`src/rtl/dlfloat_mac_seq.sv`:
```
// dlfloat_mac_seq
//   Sequencer for the DLFloat16 MAC datapath (1b sign, 6b exp bias 31, 9b mantissa).
//   Runs one dot product of programmable length. It clears the MAC, then streams
//   operand pairs in over a valid/ready handshake. Once the MAC pipeline has drained,
//   it presents the accumulated sum over a valid/ready handshake.
//
// Parameters
//   LEN_W     width of vec_len and the element counter (max length 2^LEN_W-1)
//   MAC_LAT   MAC cycles from operand at mac_a/mac_b to updated accumulator
//
// Ports
//   clk, rst_n            clock (rising edge), synchronous active-low reset
//   start, vec_len        launch request and pair count, sampled only in IDLE
//   busy                  high whenever the sequencer is not idle
//   op_valid/op_ready     operand pair handshake; op_a/op_b are the pair
//   mac_a, mac_b          registered operands to the MAC (zero when no pair)
//   mac_rst_n             registered active-low clear to the MAC
//   mac_acc               MAC accumulator output
//   res_valid/res_ready   result handshake; res_data is the captured sum,
//                         res_err flags the NaN/inf code 16'hFFFF
module dlfloat_mac_seq #(
  parameter int LEN_W   = 8,
  parameter int MAC_LAT = 2
) (
  input  logic             clk,
  input  logic             rst_n,
  input  logic             start,
  input  logic [LEN_W-1:0] vec_len,
  output logic             busy,
  input  logic             op_valid,
  output logic             op_ready,
  input  logic [15:0]      op_a,
  input  logic [15:0]      op_b,
  output logic [15:0]      mac_a,
  output logic [15:0]      mac_b,
  output logic             mac_rst_n,
  input  logic [15:0]      mac_acc,
  output logic             res_valid,
  input  logic             res_ready,
  output logic [15:0]      res_data,
  output logic             res_err
);

  // Drain counter must hold 0..MAC_LAT; the +2 keeps the width nonzero for MAC_LAT=0.
  localparam int DW = $clog2(MAC_LAT + 2);

  typedef enum logic [2:0] {
    IDLE,
    CLEAR,
    RUN,
    DRAIN,
    DONE
  } state_t;

  state_t           state, next_state;
  logic [LEN_W-1:0] len_q;
  logic [LEN_W-1:0] elem_cnt;
  logic [DW-1:0]    drain_cnt;
  logic             accept;
  logic             last_elem;
  logic             drain_last;

  always_ff @(posedge clk) begin
    if (!rst_n) state <= IDLE;
    else        state <= next_state;
  end

  always_comb begin
    next_state = state;
    busy       = (state != IDLE);
    op_ready   = (state == RUN);
    accept     = op_valid && (state == RUN);
    last_elem  = accept && (elem_cnt == len_q - LEN_W'(1));
    drain_last = (state == DRAIN) && (drain_cnt == DW'(MAC_LAT));
    case (state)
      IDLE:    if (start) next_state = (vec_len != '0) ? CLEAR : DONE;
      CLEAR:   next_state = RUN;
      RUN:     if (last_elem) next_state = DRAIN;
      DRAIN:   if (drain_last) next_state = DONE;
      DONE:    if (res_ready) next_state = IDLE;
      default: next_state = IDLE;
    endcase
  end

  // The MAC is held in clear outside RUN/DRAIN, so every run starts from a zero
  // accumulator. Cycles without an accepted pair feed zeros, whose product
  // leaves the accumulator unchanged.
  always_ff @(posedge clk) begin
    if (!rst_n) begin
      mac_a     <= '0;
      mac_b     <= '0;
      mac_rst_n <= 1'b0;
      res_valid <= 1'b0;
      res_data  <= '0;
      res_err   <= 1'b0;
      len_q     <= '0;
      elem_cnt  <= '0;
      drain_cnt <= '0;
    end else begin
      mac_rst_n <= (next_state == RUN) || (next_state == DRAIN);
      mac_a     <= accept ? op_a : 16'h0000;
      mac_b     <= accept ? op_b : 16'h0000;
      case (state)
        IDLE: begin
          if (start) begin
            len_q    <= vec_len;
            elem_cnt <= '0;
            if (vec_len == '0) begin
              res_data  <= 16'h0000;
              res_err   <= 1'b0;
              res_valid <= 1'b1;
            end
          end
        end
        RUN: begin
          if (accept)    elem_cnt  <= elem_cnt + LEN_W'(1);
          if (last_elem) drain_cnt <= '0;
        end
        DRAIN: begin
          drain_cnt <= drain_cnt + DW'(1);
          if (drain_last) begin
            res_data  <= mac_acc;
            res_err   <= (mac_acc == 16'hFFFF);
            res_valid <= 1'b1;
          end
        end
        DONE: begin
          if (res_ready) res_valid <= 1'b0;
        end
        default: ;
      endcase
    end
  end

endmodule

```
`config.mk`:
```
export PLATFORM = sky130hd
export DESIGN_NAME = dlfloat_mac_seq
export DESIGN_NICKNAME = d
export VERILOG_FILES = /design/src/rtl/dlfloat_mac_seq.sv
export SDC_FILE = /design/constraint.sdc
export NUM_CORES = 1
export LEC_CHECK = 0
export BUFFER_PORTS_ARGS = -buffer_cell sky130_fd_sc_hd__buf_2
export CAP_MARGIN = 20
export CORE_AREA = 3 3 81 83
export CTS_CLUSTER_SIZE = 8
export DETAILED_ROUTE_END_ITERATION = 6
export DIE_AREA = 0 0 84 86
export PLACE_DENSITY = 0.78
export SLEW_MARGIN = 40
export SYNTH_ARGS = -nofsm -noshare
export SYNTH_HDL_FRONTEND = slang
export SYNTH_SLANG_ARGS = --single-unit
```
`constraint.sdc`:
```
create_clock -name clk -period 2.2 [get_ports clk]
set_input_delay 0.44 -clock clk [delete_from_list [all_inputs] [get_ports clk]]
set_output_delay 0.44 -clock clk [all_outputs]
set_load 0.02 [all_outputs]
```
==> results of run 1 <==
## cell usage in the layout, fill, tap and decap left out, drive strengths merged, types with 3 or more instances in the layout
cell    synthesis  final
xor2            9      9
nor4            3      3
nand4           8      8
a21oi           8      8
buf             3    120
nor2b          16     16
and3           36     36
dfxtp          72     72
xnor2           5      5
nand2b          4      4
nand3           7      7
o21ai           4      4
nor2           12     12
clkbuf         16     11
inv             7      8
ha              3      3
a22oi          16     16
a21boi         10     10
nand2          27     27
nor3            4      4
## per-stage QoR
step / hold WS (ns) / setup WS (ns) / util [%] / instances
after floorplan: 0.455 / 0.221 / - / 295
after global placement: 0.446 / 0.279 / 58.4 / 471
after detailed placement: 0.452 / 0.191 / 58.4 / 471
after CTS: 0.313 / 0.171 / 62.2 / 487
after global routing: 0.318 / 0.0376 / 62.2 / 487
final: 0.328 / 0.175 / 62.2 / 487
## flip-flops by register name, indices dropped and copies added, names as in the netlist
signal     cells
res_err        1
drain_cnt      2
res_data      16
state          3
mac_b         16
mac_rst_n      1
elem_cnt       8
len_q          8
mac_a         16
res_valid      1
## per-layer routing
| metal | part of all wire (%) | wire (um) |
|---|---|---|
| met1 | 41 | 2770 |
| met2 | 52 | 3490 |
| met3 | 4.0 | 269 |
| met4 | 2.5 | 166 |
| met5 | 0 | 0 |
## final cells by class
cell class	count	area share [%]
Timing Repair Buffer	120	16.8
Multi-Input combinational cell	197	34.8
Sequential cell	72	39.2
Inverter	7	0.714
Clock inverter	5	2.14
Clock buffer	11	3.84
Tap cell	75	2.55
## worst max-delay path: cells and delay by family (launching register included)
family                   cells  cell delay (ns)
flip-flops                   1             0.45
buffers and inverters        1             0.08
AO/OA/AOI/OAI                5             1.10
adder cells (fa/ha/maj)      1             0.30
## worst min-delay path by stage
stage | start | to | slack, ns
final | op_b[6] | mac_b[6] | 0.33
after global routing | op_a[4] | mac_a[4] | 0.32
after CTS | op_b[6] | mac_b[6] | 0.31
after detailed placement | res_err | res_err | 0.45
after global placement | res_err | res_err | 0.45
after floorplan | len_q[7] | len_q[7] | 0.46
## where the power goes
group	leakage (nW)	internal [mW]	total, mW	switching, mW
Sequential	0.582	1.33	1.35	0.0241
Clock	0.114	0.671	1.16	0.493
Combinational	1.12	0.109	0.238	0.129
## logic make-up (layout without fill, tap and decap cells)
logic type / Yosys count / in the layout / share of synthesized area, %
XOR/XNOR: 14 / 14 / 4.33
buffers and inverters: 26 / 143 / 3.85
AND/OR/NAND/NOR: 130 / 130 / 26.9
AO/OA/AOI/OAI: 50 / 50 / 12.7
adder cells (fa/ha/maj): 3 / 3 / 1.33
flip-flops: 72 / 72 / 50.9
==> results, run 1 <==
- The die is roughly 86 um tall.
- The sequential cell area in the final layout is about 0.0014 mm^2.
- The arrival time at the worst endpoint is ~2.3 ns.
- After synthesis, the most frequently instantiated cells are dfxtp_1, and3_1, nand2_1.
- The global routing stage identified its most utilized layer as met2.
- The effective utilization at floorplan is between 40% and 50%.
- Entering global routing, the biggest net connects 39 pins.
- Dividing the detail-routed via count by the number of cells gives slightly above 5.
- The final count of hold timing violations came to 0.
- The fraction of post-synthesis cell area in the top cell type by area is between 50% and 60%.
- The initial antenna violation count is 0.
- The die covers 0.00722 mm^2.
- The weighted congestion at the end of routability-driven global placement is 0.753.
- For this design the ratio of total power to cell area is ~750 mW/mm^2.
- The clock passes through at most 2 buffers.
- The Yosys step of the flow raised 0 warnings.
- Following the worst setup path forward leads to its endpoint at drain_cnt[1].
- The region available for standard cell placement spans just under 0.006 mm^2.
- The routed wirelength normalized by instance count is 13.8 um.
- The worst pin sits at a relative slew slack of roughly 64%.
- The post-route DRC violation count is 0.
- The setup TNS after final layout is 0 ns.
- Setup violations remaining at the end of the flow were counted as 0.
- The per-instance average area after synthesis is between 9 and 10 um^2.
- The worst reg-to-reg path cell count is 7.
- In this run the core area contains 28 standard-cell rows.
- The kind of path behind the tightest hold check is in -> reg.
- In this run the critical register-to-register path is captured at drain_cnt[1].
- Among all flip-flop cells after synthesis, the most frequent one is dfxtp_1.
- Timing would allow up to 0.494 GHz.
- For this run, the total global-route usage over all layers was measured as between 10% and 20%.
- Global routing finished with a remaining overflow of 0.
- The proportion of synthesized chip area in sequential cells is 50.9%.
- The number of register bits inferred by synthesis is a little over 70.
- The slowest stage of the critical path is the dfxtp_1 cell.
- The number of maximum-capacitance constraint violations is 0.
- The mapped cell area is around 0.0028 mm^2.
- The leakage power figure is approximately 1.8 nW.
- TritonCTS built the clock tree.
- Synthesis produced a netlist with a net count of approximately 360.
- In this run the critical register-to-register path is launched from len_q[0].
- The total of buffers placed on input and output ports is roughly 110.
- The critical path launch point type is a flop.
- The number of search-and-repair iterations in the first detailed-routing pass is 4.
- The global-route track usage on met1 is 21.5%.
- The clock latency reported for the late side of the worst-skew pair is 0.34 ns.
- Global routing used ~33% of the available met2 tracks.
- The area after detailed placement is 0.00346 mm^2.
- The required time of the critical path is between 2 and 2.5 ns.
- After detailed routing, the total wire length is approximately 6700 um.
- The worst-case vdd ir drop is roughly 0.00049 V.
- The highest net fanout along the worst path is 8.
- The total power after layout is 2.75 mW.
- In this design, the stage delay of the slowest critical-path cell is between 0.4 and 0.5 ns.
- The nature of the critical path endpoint is a flop.
- The number of buffers inserted by hold repair at cts is 0.
- The count of nets left with antenna violations once routing finished came out at 0.
- The run finished with clean final reports.
- The number of flops mapped to enable cells by yosys is 0.
- The library cell occupying the most area in the post-synthesis netlist is dfxtp_1.
- Setup repair after global routing left no endpoint under its margin.
- CTS built an H-tree with a depth of 3.
- The first global-routing pass estimated about 11000 um of wire.
- The net total in the final layout is roughly 470.
- The count of filler cells inserted in the layout is ~520.
- The routing usage on met3 is slightly below 4%.
- The post-synthesis cell count is about 300.
- The total setup buffers inserted after CTS is 0.
- Clock-pin slew was measured on the worst setup and hold paths at 0.08 ns.
- The via count of the first global-routing pass is ~2.5k.
- For the pin with the worst max-slew slack, the measured transition is around 0.54 ns.
- The detailed router finished its first iteration with 84 violations.
- The horizontal die dimension is ~84 um.
- The number of antenna cells inserted is 0.
- The worst register-to-register path has a setup slack of approximately 0.17 ns.
- The number of instances on the worst hold path is 2.
- The total clock sinks is around 70.
- In the synthesized netlist the async set-or-reset flop fraction comes to 0%.
- After synthesis, the cell types taking the most area are dfxtp_1, and3_1, a22oi_1.
- By startpoint and endpoint, the worst setup path is classified as reg -> reg.
- Post-CTS repair changed the size of 0 cells.
- Clock tree synthesis inserted a total of 9 buffers.
- The part of the cycle the worst path needs is between 90 and 100%.
- The library cell with the highest instance count after synthesis is dfxtp_1.
- Summed over all nets, the half-perimeter wirelength after detailed placement is ~5000 um.
- The origin of the worst setup path is len_q[0].
- The library cell used as clock root buffer is clkbuf_8.
- The signal on the critical path passes through inv_1 > ha_1 > o21bai_1 > a211oi_1 > o21ai_0 > a211o_1 > a41o_1.
- The number of vias in the routed layout is 2458.
- The worst clock skew is 0.0115 ns.
- The final count of pins violating max slew is 0.
- Pin placement for this block handled between 100 and 150 I/O pins.
- The multi-input combinational cells in the finished layout cover a total of roughly 0.0013 mm^2.
- The area growth from synthesis to layout is 30.0%.
- The netlist uses between 40 and 50 different library cells.
- The routed design could run at a clock period as short as 2.03 ns.
- Summing all non-filler instances in the final layout gives an area of between 0.003 and 0.004 mm^2.
- Of the cells placed in the final design, the portion with a size suffix greater than 1 is 34.0%.
(Power assumes the default switching activity.)
==> inputs of run 2 (changes only) <==
- CORE_AREA: 3 3 81 83 -> 3 3 79 81
- DIE_AREA: 0 0 84 86 -> 0 0 82 84
- PLACE_DENSITY: 0.78 -> 0.82
- clock period: 2.2 -> 2.6 ns (I/O delays scaled with it)
==> run 2 against run 1 <==
- sequential power shrank 16%
- register-to-register slack gained 0.43 ns
- hold slack gained 0.082 ns
- wire length shrank 1.0%
- combinational power shrank 17%
- global-route usage grew 1.3 points
- cell area shrank 0.82%
- power shrank 17%
- utilization grew 3.7 points
- maximum frequency grew 1.7%
- critical endpoint unchanged
==> results, run 2 (synthesis results as in run 1) <==
- Result of the run: complete, no violations (unchanged).
- The number of instances on the worst hold path is 2 (unchanged).
- The worst reg2reg path endpoint was drain_cnt[1] (unchanged).
- The total global routing overflow came to 0 (unchanged).
- The number of search-and-repair iterations in the first detailed-routing pass was 4 (unchanged).
- The boundary pin count was 114 (unchanged).
- The final count of pins violating max slew is 0 (unchanged).
- The post-route standard cell area excluding fillers is 0.00365 mm^2 (was 0.00368 mm^2).
- The class of the most critical setup path is reg -> reg (unchanged).
- The power per unit of standard cell area was 622 mW/mm^2 (was 748 mW/mm^2).
- The sequential cell area in the final layout came to 0.00144 mm^2 (unchanged).
- The total power after layout is 2.27 mW (was 2.75 mW).
- The nature of the critical path endpoint is a flop (unchanged).
- The violation count after the first detailed-route iteration is 134 (was 84).
- The first-pass GRT wire length was 10900 um (was 11100 um).
- The peak clock frequency supported by timing is 0.502 GHz (was 0.494 GHz).
- The number of buffers inserted by hold repair at cts is 0 (unchanged).
- The register clock-pin slew on the reported worst setup and hold paths came to 0.08 ns (about the same).
- The leakage power figure is 1.80 nW (was 1.82 nW).
- The via count of the first global-routing pass is 2352 (was 2458).
- The kind of path behind the tightest hold check is in -> reg (unchanged).
- The worst hold slack after final layout is 0.411 ns (was 0.328 ns).
- The arrival time at the worst endpoint was 2.22 ns (was 2.25 ns).
- The maximum number of pins on one net before global-route repair is 51 (was 39).
- The floorplan core area was 0.00554 mm^2 (was 0.00592 mm^2).
- The total wirelength of the detailed-routed design is 6630 um (was 6700 um).
- The required time of the critical path was 2.83 ns (was 2.43 ns).
- The worst clock skew is 0.00964 ns (was 0.0115 ns).
- The part of the cycle the worst path needs is 76.6% (was 92.1%).
- The worst-case vdd ir drop is 0.000452 V (was 0.000495 V).
- The y dimension of the die came to 84 um (was 86 um).
- The worst min-delay path startpoint was op_a[11] (was op_b[6]).
- The total number of H-tree levels is 3 (unchanged).
- The number of maximum-capacitance constraint violations is 0 (unchanged).
- The horizontal die dimension is 82 um (was 84 um).
- The total routing usage reported by global routing was 20.2% (was 18.9%).
- Unrepaired setup endpoints after global routing: no (unchanged).
- The library cell used as clock root buffer was clkbuf_8 (unchanged).
- The worst hold path endpoint is mac_a[11] (was mac_b[6]).
- The number of cells after detailed placement came to 466 (was 471).
- The area after detailed placement is 0.00344 mm^2 (was 0.00346 mm^2).
- The count of endpoints failing setup in the final report is 0 (unchanged).
- The number of vias in the routed layout is 2466 (was 2458).
- The total number of placement rows is 27 (was 28).
- The total of buffers placed on input and output ports was 113 (unchanged).
- The weighted congestion at the end of routability-driven global placement came to 0.770 (was 0.753).
- The most common cell after layout, fill and taps aside is buf_2 (unchanged).
- The final count of hold timing violations is 0 (unchanged).
- The HPWL after detailed placement came to 4940 um (was 5010 um).
- The worst reg-to-reg path cell count came to 7 (unchanged).
- The setup TNS after final layout is 0 ns (unchanged).
- The non-filler instance count after layout is 481 (was 487).
- The total clock sinks is 72 (unchanged).
- The post-route DRC violation count is 0 (unchanged).
- The final period demand of the worst path is 1.99 ns (was 2.03 ns).
- The overall die area came to 0.00689 mm^2 (was 0.00722 mm^2).
- The area of combinational cells with multiple inputs was 0.00128 mm^2 (unchanged).
- The CTS tree was done (unchanged).
- Leading cell types in the layout, fill and taps excluded: buf_2, dfxtp_1, and3_1 (unchanged).
- The count of filler cells inserted in the layout is 471 (was 523).
- The routed wirelength normalized by instance count came to 13.8 um (about the same).
- The critical path launch point type is a flop (unchanged).
- The initial antenna violation count is 0 (unchanged).
- Leading registers by flop count: mac_a (16), mac_b (16), res_data (16) (unchanged).
- The register-to-register setup slack was 0.61 ns (was 0.17 ns).
- The net total in the final layout is 469 (was 471).
- The post-cts gate resize count is 0 (unchanged).
- The area added between synthesis and finish is 29.0% (was 30.0%).
- The detailed-route vias per instance is 5.13 (was 5.05).
- The worst-case clock buffer depth is 2 (unchanged).
- The number of antenna cells inserted is 0 (unchanged).
- The number of CTS-inserted buffers is 9 (unchanged).
- The worst slew margin relative to its limit is 55.1% (was 64.0%).
- The highest net fanout along the worst path came to 8 (unchanged).
- The total setup buffers inserted after CTS was 0 (unchanged).
- The transition at the pin with the smallest max-transition slack was 0.673 ns (was 0.538 ns).
- The fraction of layout instances using a drive strength above 1 came to 33.7% (was 34.0%).
- The count of antenna-violating nets left after detailed routing is 0 (unchanged).
- The clock latency reported for the late side of the worst-skew pair was 0.33 ns (was 0.34 ns).
- The reg-to-reg critical path startpoint is len_q[0] (unchanged).
- The effective utilization at floorplan is 51.1% (was 47.8%).
run 2: cell count changes in the layout (fill, tap and decap cells not counted), sizes merged:
cell and change:
buf -2, clkbuf -2, clkinvlp +2, inv -1
run 2: cell type report:
cell class / count / area share [%]
flip-flops and latches: 72 / 39.5
inverters: 7 / 0.720
multi-input cells: 197 / 35.1
clock inverters: 6 / 2.33
clock buffers: 9 / 3.39
repair buffers: 118 / 16.5
well taps: 72 / 2.47
run 2: power by group:
part / total [mW] / internal, mW / switching [mW]
sequential: 1.14 / 1.12 / 0.0206
combinational: 0.197 / 0.0900 / 0.107
clock: 0.932 / 0.531 / 0.400
total: 2.27 / 1.74 / 0.528
run 2: worst max-delay path by stage:
stage,startpoint,endpoint,cells past startpoint
final,len_q[0],drain_cnt[1],7
after global routing,len_q[0],drain_cnt[1],7
after CTS,len_q[0],drain_cnt[1],7
after detailed placement,start,elem_cnt[7],6
after global placement,start,elem_cnt[7],6
after floorplan,len_q[0],drain_cnt[1],9
run 2: stage by stage:
stage | setup slack (ns) | util, %
floorplan | 0.621 | -
global placement | 0.549 | 62.1
detailed placement | 0.502 | 62.1
CTS | 0.600 | 65.9
global route | 0.473 | 65.9
finish | 0.609 | 65.9
run 2: layer usage:
layer  wire length, um  GRT usage [%]  part of all wire (%)  vias up
met5                 0              0                     0        -
met4                72           8.31                   1.1        0
met2              3540           34.1                    53       73
li1                  -              -                     -     1256
met3               388           5.51                   5.9        6
met1              2630           23.5                    40     1131
run 2: critical path: stages, from the launching register on:
cell	delay (ns)
dfxtp_1	0.44
inv_1	0.07
ha_1	0.31
o21bai_1	0.20
a211oi_1	0.21
o21ai_0	0.11
a211o_1	0.32
a41o_1	0.24
